### src/rtl/qgemm_basic_reset_seq_pkg.sv
// qgemm_basic_reset_seq_pkg
//   Shared definitions for the qgemm_basic reset sequencer:
//   - seq_state_e : sequencer FSM states
//   - DEF_*       : default parameter values
//   - cnt_width() : counter width able to hold 0..max_val without wrapping
package qgemm_basic_reset_seq_pkg;

  typedef enum logic [2:0] {
    WAIT_LOCK,
    FILTER,
    RELEASE,
    RUN,
    HOLD
  } seq_state_e;

  localparam int DEF_NUM_DOMAIN          = 3;
  localparam int DEF_LOCK_FILTER_CYCLES  = 16;
  localparam int DEF_RELEASE_GAP_CYCLES  = 8;
  localparam int DEF_LOCK_TIMEOUT_CYCLES = 1024;

  // Width of a counter covering 0..max_val; never less than one bit.
  function automatic int cnt_width(input int max_val);
    if (max_val < 1) return 1;
    return $clog2(max_val + 1);
  endfunction

endpackage

### src/rtl/qgemm_basic_sat_counter.sv
// qgemm_basic_sat_counter
//   Up-counter that saturates at MAX. Used for the lock timeout, lock
//   filter and release gap counters of the reset sequencer.
// Ports:
//   clk     in  clock
//   rst     in  synchronous active-high reset (count -> 0)
//   clear   in  synchronous clear, wins over enable
//   enable  in  count one step this edge (held at MAX once there)
//   reached out high when the enabled step on this edge brings the count
//               to MAX; purely a function of enable and the current count,
//               so the owner may use it to decide clear without a loop
module qgemm_basic_sat_counter
  import qgemm_basic_reset_seq_pkg::*;
#(
  parameter int MAX = 1
) (
  input  logic clk,
  input  logic rst,
  input  logic clear,
  input  logic enable,
  output logic reached
);

  localparam int W = cnt_width(MAX);
  localparam logic [W-1:0] MAX_VAL  = W'(MAX);
  localparam logic [W-1:0] LAST_VAL = W'(MAX - 1);

  logic [W-1:0] count;

  // NOTE: state is written with non-blocking assignments so every register
  // samples the pre-edge values of the others, independent of block order.
  always_ff @(posedge clk) begin
    if (rst || clear) begin
      count <= '0;
    end else if (enable && (count != MAX_VAL)) begin
      count <= count + W'(1);
    end
  end

  assign reached = enable && (count == LAST_VAL);

endmodule

### src/rtl/qgemm_basic_reset_sequencer.sv
// qgemm_basic_reset_sequencer
//   Waits for a filtered PLL lock, then releases the per-domain active-low
//   resets in index order with a fixed gap. Lock loss or a software request
//   re-asserts all resets; lock timeout and lock loss raise sticky flags.
// Ports:
//   clk              in  clock
//   rst              in  synchronous active-high reset
//   pll_locked       in  PLL lock, already synchronous to clk
//   soft_reset_req   in  one-cycle request to re-run the release sequence
//   domain_rstnn     out [NUM_DOMAIN] active-low domain resets
//   seq_done         out high while all domains are released
//   lock_timeout_err out sticky: no lock within LOCK_TIMEOUT_CYCLES
//   lock_lost_err    out sticky: lock dropped during RELEASE/RUN/HOLD
// All outputs come straight from registers.
module qgemm_basic_reset_sequencer
  import qgemm_basic_reset_seq_pkg::*;
#(
  parameter int NUM_DOMAIN          = DEF_NUM_DOMAIN,
  parameter int LOCK_FILTER_CYCLES  = DEF_LOCK_FILTER_CYCLES,
  parameter int RELEASE_GAP_CYCLES  = DEF_RELEASE_GAP_CYCLES,
  parameter int LOCK_TIMEOUT_CYCLES = DEF_LOCK_TIMEOUT_CYCLES
) (
  input  logic                  clk,
  input  logic                  rst,
  input  logic                  pll_locked,
  input  logic                  soft_reset_req,
  output logic [NUM_DOMAIN-1:0] domain_rstnn,
  output logic                  seq_done,
  output logic                  lock_timeout_err,
  output logic                  lock_lost_err
);

  localparam int IDX_W = cnt_width(NUM_DOMAIN - 1);
  localparam logic [IDX_W-1:0] LAST_IDX = IDX_W'(NUM_DOMAIN - 1);

  seq_state_e             state_q, state_d;
  logic [IDX_W-1:0]       idx_q, idx_d;
  logic [NUM_DOMAIN-1:0]  domain_rstnn_d;
  logic                   seq_done_d;
  logic                   lock_timeout_err_d;
  logic                   lock_lost_err_d;

  logic timeout_en, timeout_clr, timeout_hit;
  logic filter_en,  filter_clr,  filter_hit;
  logic gap_en,     gap_clr,     gap_hit;

  // Consecutive low samples while waiting for lock.
  qgemm_basic_sat_counter #(.MAX(LOCK_TIMEOUT_CYCLES)) u_timeout_cnt (
    .clk     (clk),
    .rst     (rst),
    .clear   (timeout_clr),
    .enable  (timeout_en),
    .reached (timeout_hit)
  );

  // Consecutive high samples of pll_locked before release starts.
  qgemm_basic_sat_counter #(.MAX(LOCK_FILTER_CYCLES)) u_filter_cnt (
    .clk     (clk),
    .rst     (rst),
    .clear   (filter_clr),
    .enable  (filter_en),
    .reached (filter_hit)
  );

  // Spacing between release steps, and the HOLD duration after a soft reset.
  qgemm_basic_sat_counter #(.MAX(RELEASE_GAP_CYCLES)) u_gap_cnt (
    .clk     (clk),
    .rst     (rst),
    .clear   (gap_clr),
    .enable  (gap_en),
    .reached (gap_hit)
  );

  always_ff @(posedge clk) begin
    if (rst) begin
      state_q          <= WAIT_LOCK;
      idx_q            <= '0;
      domain_rstnn     <= '0;
      seq_done         <= 1'b0;
      lock_timeout_err <= 1'b0;
      lock_lost_err    <= 1'b0;
    end else begin
      state_q          <= state_d;
      idx_q            <= idx_d;
      domain_rstnn     <= domain_rstnn_d;
      seq_done         <= seq_done_d;
      lock_timeout_err <= lock_timeout_err_d;
      lock_lost_err    <= lock_lost_err_d;
    end
  end

  // NOTE: every signal assigned below gets a default first, so no path
  // leaves it unassigned and no latch is inferred.
  always_comb begin
    state_d            = state_q;
    idx_d              = idx_q;
    domain_rstnn_d     = domain_rstnn;
    seq_done_d         = seq_done;
    lock_timeout_err_d = lock_timeout_err;
    lock_lost_err_d    = lock_lost_err;
    // Counters idle at zero unless the current state is actively using them.
    timeout_en  = 1'b0;
    timeout_clr = 1'b1;
    filter_en   = 1'b0;
    filter_clr  = 1'b1;
    gap_en      = 1'b0;
    gap_clr     = 1'b1;

    unique case (state_q)
      WAIT_LOCK: begin
        if (pll_locked) begin
          filter_en  = 1'b1;
          filter_clr = 1'b0;
          // With a one-sample filter the first high sample already qualifies.
          if (filter_hit) begin
            filter_clr = 1'b1;
            idx_d      = '0;
            state_d    = RELEASE;
          end else begin
            state_d = FILTER;
          end
        end else begin
          timeout_en  = 1'b1;
          timeout_clr = 1'b0;
          if (timeout_hit) lock_timeout_err_d = 1'b1;
        end
      end

      FILTER: begin
        // A glitch while filtering only restarts the wait; it is not an error.
        if (!pll_locked) begin
          state_d = WAIT_LOCK;
        end else begin
          filter_en  = 1'b1;
          filter_clr = 1'b0;
          if (filter_hit) begin
            filter_clr = 1'b1;
            idx_d      = '0;
            state_d    = RELEASE;
          end
        end
      end

      RELEASE: begin
        if (!pll_locked) begin
          domain_rstnn_d  = '0;
          seq_done_d      = 1'b0;
          lock_lost_err_d = 1'b1;
          state_d         = WAIT_LOCK;
        end else begin
          gap_en  = 1'b1;
          gap_clr = 1'b0;
          if (gap_hit) begin
            gap_clr               = 1'b1;
            domain_rstnn_d[idx_q] = 1'b1;
            if (idx_q == LAST_IDX) begin
              seq_done_d = 1'b1;
              state_d    = RUN;
            end else begin
              idx_d = idx_q + IDX_W'(1);
            end
          end
        end
      end

      RUN: begin
        // Lock loss takes priority over a coincident soft reset request.
        if (!pll_locked) begin
          domain_rstnn_d  = '0;
          seq_done_d      = 1'b0;
          lock_lost_err_d = 1'b1;
          state_d         = WAIT_LOCK;
        end else if (soft_reset_req) begin
          domain_rstnn_d = '0;
          seq_done_d     = 1'b0;
          state_d        = HOLD;
        end
      end

      HOLD: begin
        if (!pll_locked) begin
          domain_rstnn_d  = '0;
          seq_done_d      = 1'b0;
          lock_lost_err_d = 1'b1;
          state_d         = WAIT_LOCK;
        end else begin
          gap_en  = 1'b1;
          gap_clr = 1'b0;
          // Lock is already known good here, so go straight to release.
          if (gap_hit) begin
            gap_clr = 1'b1;
            idx_d   = '0;
            state_d = RELEASE;
          end
        end
      end

      default: begin
        domain_rstnn_d = '0;
        seq_done_d     = 1'b0;
        state_d        = WAIT_LOCK;
      end
    endcase
  end

endmodule

### config.mk
export PLATFORM = sky130hd
export DESIGN_NAME = qgemm_basic_reset_sequencer
export DESIGN_NICKNAME = d
export VERILOG_FILES = /design/src/rtl/qgemm_basic_reset_seq_pkg.sv /design/src/rtl/qgemm_basic_sat_counter.sv /design/src/rtl/qgemm_basic_reset_sequencer.sv
export SDC_FILE = /design/constraint.sdc
export NUM_CORES = 1
export LEC_CHECK = 0
export ABC_AREA = 1
export CAP_MARGIN = 20
export CORE_MARGIN = 5
export CORE_UTILIZATION = 55
export CTS_BUF_LIST = sky130_fd_sc_hd__clkbuf_8
export CTS_CLUSTER_DIAMETER = 80
export DETAILED_ROUTE_END_ITERATION = 6
export HOLD_SLACK_MARGIN = 0.06
export PLACE_DENSITY = 0.82
export SLEW_MARGIN = 20
export SYNTH_ARGS = -nofsm -noshare
export SYNTH_HDL_FRONTEND = slang
export SYNTH_SLANG_ARGS = --single-unit
### constraint.sdc
create_clock -name clk -period 2.7 [get_ports clk]
set_input_delay 0.54 -clock clk [delete_from_list [all_inputs] [get_ports clk]]
set_output_delay 0.54 -clock clk [all_outputs]
set_load 0.02 [all_outputs]
==> out/metrics.yaml, run 1 <==
synthesis:
  yosys_warnings: 0
  yosysSeqAreaShare_pct: 32.5
  synth_area_mm2: 0.00191
  synthAdderAreaFrac_pct: 6.56
  synth-seq-cells: 31
  synth_top_area_share_pct: 32.5
  synth_top_family_by_area: "simple AND/OR/NAND/NOR gates"
  ys_top_cells_by_count: "nand2_1, nor2_1, inv_1"
  yosys.area.top_type: "dfxtp_1"
  synth_ff_type: "dfxtp_1"
  synth-simple-area-share_pct: 37.9
  synth_xor_area_share_pct: 3.67
  synth.avg_cell_area_um2: 6.74
  synth.area.top_cells: "dfxtp_1, nand2_1, nor2_1"
  yosysMostFrequentCell: "nand2_1"
  syn-instance-count: 283
  synth_mux_area_share_pct: 0
  synth_cell_type_count: 31
  synthArstFlopShare_pct: 0
  synth_edf_count: 0
  syn-num-nets: 297
  synth_compound_area_share_pct: 9.84
die:
  die_h_um: 68.9
  dieArea_mm2: 0.00474
  pin_count: 10
  start_util_pct: 57.1
  core_area_mm2: 0.00334
  core.rowCount: 21
  die_w_um: 68.9
route:
  drt-initial-drc-count: 119
  vias_per_cell: 4.92
  dr.pass1.iters: 4
  routedWlPerCell_um: 10.6
  drcViolationCount: 0
  ant_nets: 0
  vias: 1667
  wl_mm: 3.60
place:
  hpwl_mm: 2.67
  gp_congestion: 0.935
  placed_cell_area_mm2: 0.00202
  port_buffers: 9
  dp_cells: 333
global_route:
  met1_usage_pct: 21.6
  grt_max_degree: 13
  grt_pass1_vias: 1462
  use_met3_pct: 5.02
  use_met2_pct: 26.3
  busiest_layer: "met2"
  antenna_found_initial: 0
  grt_overflow_total: 0
  grt_pass1_wl_mm: 6.08
  track_usage_pct: 16.8
setup_path:
  required_ns: 2.90
  cp-end-kind: "flop"
  critPathLaunchType: "primary input"
  critical_path.max_fanout: 12
  critPathKind: "primary input to flop"
  critPathArrivalTime_ns: 2.22
  r2r_end: "state_q[2]"
  r2r-start: "u_filter_cnt.count[0]"
  regToRegSetupSlack_ns: 1.00
  r2r_cells: 11
power:
  p_switching_mw: 0.587
  combPwrFrac_pct: 38.8
  p_seq_share_pct: 39.5
  p_leak_nw: 0.842
  ir_drop_mv: 0.359
  clock_power_share_pct: 21.7
  internal_power_mw: 0.876
  p_per_area_mw_per_mm2: 701
  power.share.switching_pct: 40.2
timing:
  slew_headroom_pct: 69.5
  setup_violations: 0
  slew_viol_final: 0
  fin_crit_ns: 2.02
  worst_slew_pin_slew_ns: 0.457
  skew_ns: 0.00148
  tns_ns: 0
  rsz0062_at_grt: "false"
  final-hold-violation-count: 0
  fmax_mhz: 496
  fin_crit_sh_pct: 74.7
final_layout:
  drive_gt1_share_pct: 9.22
  nets: 308
  diodes: 0
  instances_no_fill: 339
  area_growth_syn_to_layout_pct: 9.51
  fin_area_mm2: 0.00209
cts:
  htree_levels: 2
  cts_resized: 0
  clk-insertion-delay-late_ns: 0.27
  cts_tree: "yes"
  cts.sinks: 31
  numCtsBuffers: 5
  cts_buffer_depth: 2
  post_cts_buffers: 0
  cts_root_buffer: "clkbuf_8"
  postCtsHoldBufs: 0
  clk_pin_slew_worst_paths_ns: 0.06
min_path:
  hold_path_end: "lock_timeout_err"
  hold_start: "lock_timeout_err"
  worstHoldPathType: "flop to flop"
  whs_path_depth: 2
job:
  maxCapViolCount: 0
run_status:
  run_status: "completed"
## per-layer routing
layer / vias up / wire length (um)
met1: 715 / 1810
met2: 29 / 1590
met4: 0 / 53
met3: 5 / 141
met5: - / 0
li1: 918 / -
## worst max path at each step
stage | start | depth (start not counted) | endpoint
floorplan | u_filter_cnt.count[0] | 11 | state_q[1]
global placement | pll_locked | 8 | u_timeout_cnt.count[10]
detailed placement | pll_locked | 8 | u_timeout_cnt.count[4]
CTS | pll_locked | 8 | u_timeout_cnt.count[4]
global route | pll_locked | 8 | u_timeout_cnt.count[4]
finish | pll_locked | 8 | u_timeout_cnt.count[4]
## worst max-delay path, stage by stage
cell and delay, ns:
clkdlybuf4s50_1 0.61, inv_1 0.25, nand3_1 0.14, inv_2 0.09
nand2_2 0.15, inv_2 0.21, nand2_1 0.08, a21oi_1 0.13
## registers in the layout, indices dropped and copies added, names as in the netlist
register             flops
u_filter_cnt.count       5
state_q                  3
lock_lost_err            1
lock_timeout_err         1
u_timeout_cnt.count     11
idx_q                    2
domain_rstnn             3
u_gap_cnt.count          4
seq_done                 1
## cell families after synthesis
group | after synthesis
XOR/XNOR | 8
adder cells (fa/ha/maj) | 10
AO/OA/AOI/OAI | 34
buffers and inverters | 43
flip-flops | 31
AND/OR/NAND/NOR | 157
## area by class of cell
class	count	area [um^2]
Clock buffer	5	68.8
Clock inverter	1	3.75
Fill cell	315	1250
Inverter	38	143
Multi-Input combinational cell	209	1100
Sequential cell	31	621
Tap cell	46	57.6
Timing Repair Buffer	9	90.1
## cells in the final DEF, fill, tap and decap left out, drive strengths merged, types with 3 or more instances in the layout
| cell type | n |
|---|---|
| inv | 38 |
| nor3 | 6 |
| xor2 | 7 |
| dfxtp | 31 |
| nand2 | 75 |
| nand4 | 3 |
| clkbuf | 5 |
| a21oi | 25 |
| ha | 10 |
| clkdlybuf4s50 | 9 |
| o21ai | 6 |
| nand3 | 27 |
| nor2 | 43 |
## power by group through the flow
stage	logic [mW]	registers [mW]	clock network, mW
6_report	0.568	0.578	0.317
5_1_grt	0.646	0.585	0.344
4_1_cts	0.565	0.577	0.327
3_5_place_dp	0.562	0.587	0
3_3_place_gp	0.550	0.585	0
2_1_floorplan	0.456	0.583	0
## stage by stage
stage	setup slack [ns]	hold slack [ns]	util, %	total power [mW]
2_1_floorplan	1.21	0.449	-	1.04
3_3_place_gp	0.484	0.438	60.4	1.13
3_5_place_dp	0.406	0.444	60.4	1.15
4_1_cts	0.695	0.453	62.6	1.47
5_1_grt	0.521	0.476	62.6	1.58
6_report	0.684	0.449	62.6	1.46
Power figures use the tool's default switching activity.
==> run 2, diff against run 1 <==
clock period = 2 ns   (was 2.7 ns; I/O delays follow)
==> run 2 against run 1 <==
- count of clock-buffer cells in the layout up 1
- non-clock buffer count up 3
- global-route usage is 2.2 points higher
- clock skew increased by 0.0028 ns
- largest cell class unchanged
==> out/metrics.yaml, run 2 (synthesis results as in run 1) <==
timing:
  fin_crit_ns: 1.69
  slew_viol_final: 0  # unchanged
  worst_slew_pin_slew_ns: 0.493  # was 0.457 ns
  tns_ns: 0  # unchanged
  rsz0062_at_grt: "false"  # unchanged
  slew_headroom_pct: 67.1  # was 69.5%
  fin_crit_sh_pct: 84.5
  final-hold-violation-count: 0  # unchanged
  skew_ns: 0.00426  # was 0.00148 ns
  fmax_mhz: 592
  whs_ns: 0.462  # was 0.449 ns
  setup_violations: 0  # unchanged
final_layout:
  drive_gt1_share_pct: 11.1  # was 9.22%
  area_growth_syn_to_layout_pct: 13.1  # was 9.51%
  final_cell_mix: "nand2_1, nor2_1, inv_1"  # unchanged
  diodes: 0  # unchanged
  largest_reg_flops: 11  # unchanged
  largest_register: "u_timeout_cnt.count"  # unchanged
  nets: 311  # was 308
  final_common_cell: "nand2_1"  # unchanged
  reg_top3: "u_timeout_cnt.count: 11 flops, u_filter_cnt.count: 5 flops, u_gap_cnt.count: 4 flops"  # unchanged
cts:
  htree_levels: 2  # unchanged
  postCtsHoldBufs: 0  # unchanged
  clk-insertion-delay-late_ns: 0.29  # was 0.27 ns
  cts_root_buffer: "clkbuf_8"  # unchanged
  cts.sinks: 31  # unchanged
  numCtsBuffers: 5  # unchanged
  cts_buffer_depth: 2  # unchanged
  clk_pin_slew_worst_paths_ns: 0.06  # about the same
  cts_tree: "yes"  # unchanged
  cts_resized: 0  # unchanged
  post_cts_buffers: 0  # unchanged
die:
  die_w_um: 68.9  # unchanged
  start_util_pct: 57.1  # unchanged
  die_h_um: 68.9  # unchanged
  core_area_mm2: 0.00334  # unchanged
  core.rowCount: 21  # unchanged
  dieArea_mm2: 0.00474  # unchanged
  pin_count: 10  # unchanged
setup_path:
  critPathArrivalTime_ns: 1.87  # was 2.22 ns
  slowest_delay_ns: 0.38  # was 0.61 ns
  cp-end-kind: "flop"  # unchanged
  critical_path.max_fanout: 4  # was 12
  cp_slowest_cell: "dfxtp_1"  # was clkdlybuf4s50_1
  required_ns: 2.18  # was 2.90 ns
  critPathMostFrequentCell: "nand3_1"  # was inv_2
  critPathKind: "flop to flop"  # was primary input to flop
  critPathLaunchType: "flop"  # was primary input
  crit_chain: "ha_1 -> inv_1 -> nor3_1 -> ha_1 -> inv_1 -> nand3_1 -> nand3_1 -> nor2_1 -> nand3_1 -> nand2_1 -> nor2_1"  # was clkdlybuf4s50_1 -> inv_1 -> nand3_1 -> inv_2 -> nand2_2 -> inv_2 -> nand2_1 -> a21oi_1
power:
  power.share.switching_pct: 37.7  # was 40.2%
  internal_power_mw: 1.37  # was 0.876 mW
  p_switching_mw: 0.829  # was 0.587 mW
  p_seq_share_pct: 35.5  # was 39.5%
  p_per_area_mw_per_mm2: 1020  # was 701 mW/mm^2
  combPwrFrac_pct: 35.6  # was 38.8%
  p_leak_nw: 0.876  # was 0.842 nW
  ir_drop_mv: 0.462  # was 0.359 mV
  clock_power_share_pct: 28.9  # was 21.7%
global_route:
  grt_max_degree: 12  # was 13
  grt_pass1_wl_mm: 6.76  # was 6.08 mm
  track_usage_pct: 19.0  # was 16.8%
  grt_pass1_vias: 1609  # was 1462
  grt_overflow_total: 0  # unchanged
  antenna_found_initial: 0  # unchanged
route:
  met2_length_mm: 1.79  # was 1.59 mm
  wl_mm: 3.74  # was 3.60 mm
  drcViolationCount: 0  # unchanged
  vias: 1763  # was 1667
  ant_nets: 0  # unchanged
  drt-initial-drc-count: 129  # was 119
  vias_per_cell: 5.13  # was 4.92
  dr_wl_met3_um: 190  # was 141 um
  dr.pass1.iters: 5  # was 4
  drt-met1-wl_mm: 1.72  # was 1.81 mm
  routedWlPerCell_um: 10.9  # was 10.6 um
  routed.top_layer: "met4"  # unchanged
job:
  maxCapViolCount: 0  # unchanged
place:
  port_buffers: 9  # unchanged
  gp_congestion: 0.925  # was 0.935
  hpwl_mm: 2.83  # was 2.67 mm
min_path:
  worstHoldPathType: "flop to flop"  # unchanged
run_status:
  run_status: "completed"  # unchanged
## run 2: area by class of cell
class | count | area, um^2
clock buffer | 6 | 82.6
clock inverter | 2 | 35.0
fill | 308 | 1180
inverter | 38 | 143
multi-input combinational | 209 | 1100
sequential | 31 | 621
tap | 46 | 57.6
timing repair buffer | 12 | 113
## run 2: path summary, 6_finish.rpt
path                          from          endpoint  slack, ns  cells after the start
max          u_filter_cnt.count[0]        state_q[2]       0.31                     11
min               lock_timeout_err  lock_timeout_err       0.46                      2
max reg2reg  u_filter_cnt.count[0]        state_q[2]       0.31                     11
min reg2reg       lock_timeout_err  lock_timeout_err       0.46                      2
## run 2: metrics by stage
step           instance area (um^2)  util, %  power, mW  cells  setup WS [ns]
2_1_floorplan                  1910        -       1.40    283          0.506
3_3_place_gp                   2040     61.1       1.55    336          0.114
3_5_place_dp                   2040     61.1       1.57    336         0.0467
4_1_cts                        2160     64.6       2.22    344          0.292
5_1_grt                        2160     64.6       2.36    344          0.145
6_report                       2160     64.6       2.20    344          0.310
## run 2: critical path, delay by kind of cell, from the launching register on
kind / cells / cell delay, ns
adder cells (fa/ha/maj): 2 / 0.39
buffers and inverters: 2 / 0.12
flip-flops: 1 / 0.38
AND/OR/NAND/NOR: 7 / 0.70
## run 2: power by group through the flow
stage / Combinational [mW] / Clock [mW] / Sequential (mW)
final: 0.783 / 0.636 / 0.782
after detailed placement: 0.780 / 0 / 0.794
after global placement: 0.760 / 0 / 0.790
after global routing: 0.894 / 0.678 / 0.790
after CTS: 0.784 / 0.654 / 0.780
after floorplan: 0.616 / 0 / 0.787
## run 2: routing by layer
layer / track usage, % / vias to the layer above
met5: 0 / -
met4: 8.52 / 0
met1: 22.3 / 794
li1: - / 924
met2: 32.0 / 41
met3: 5.19 / 4
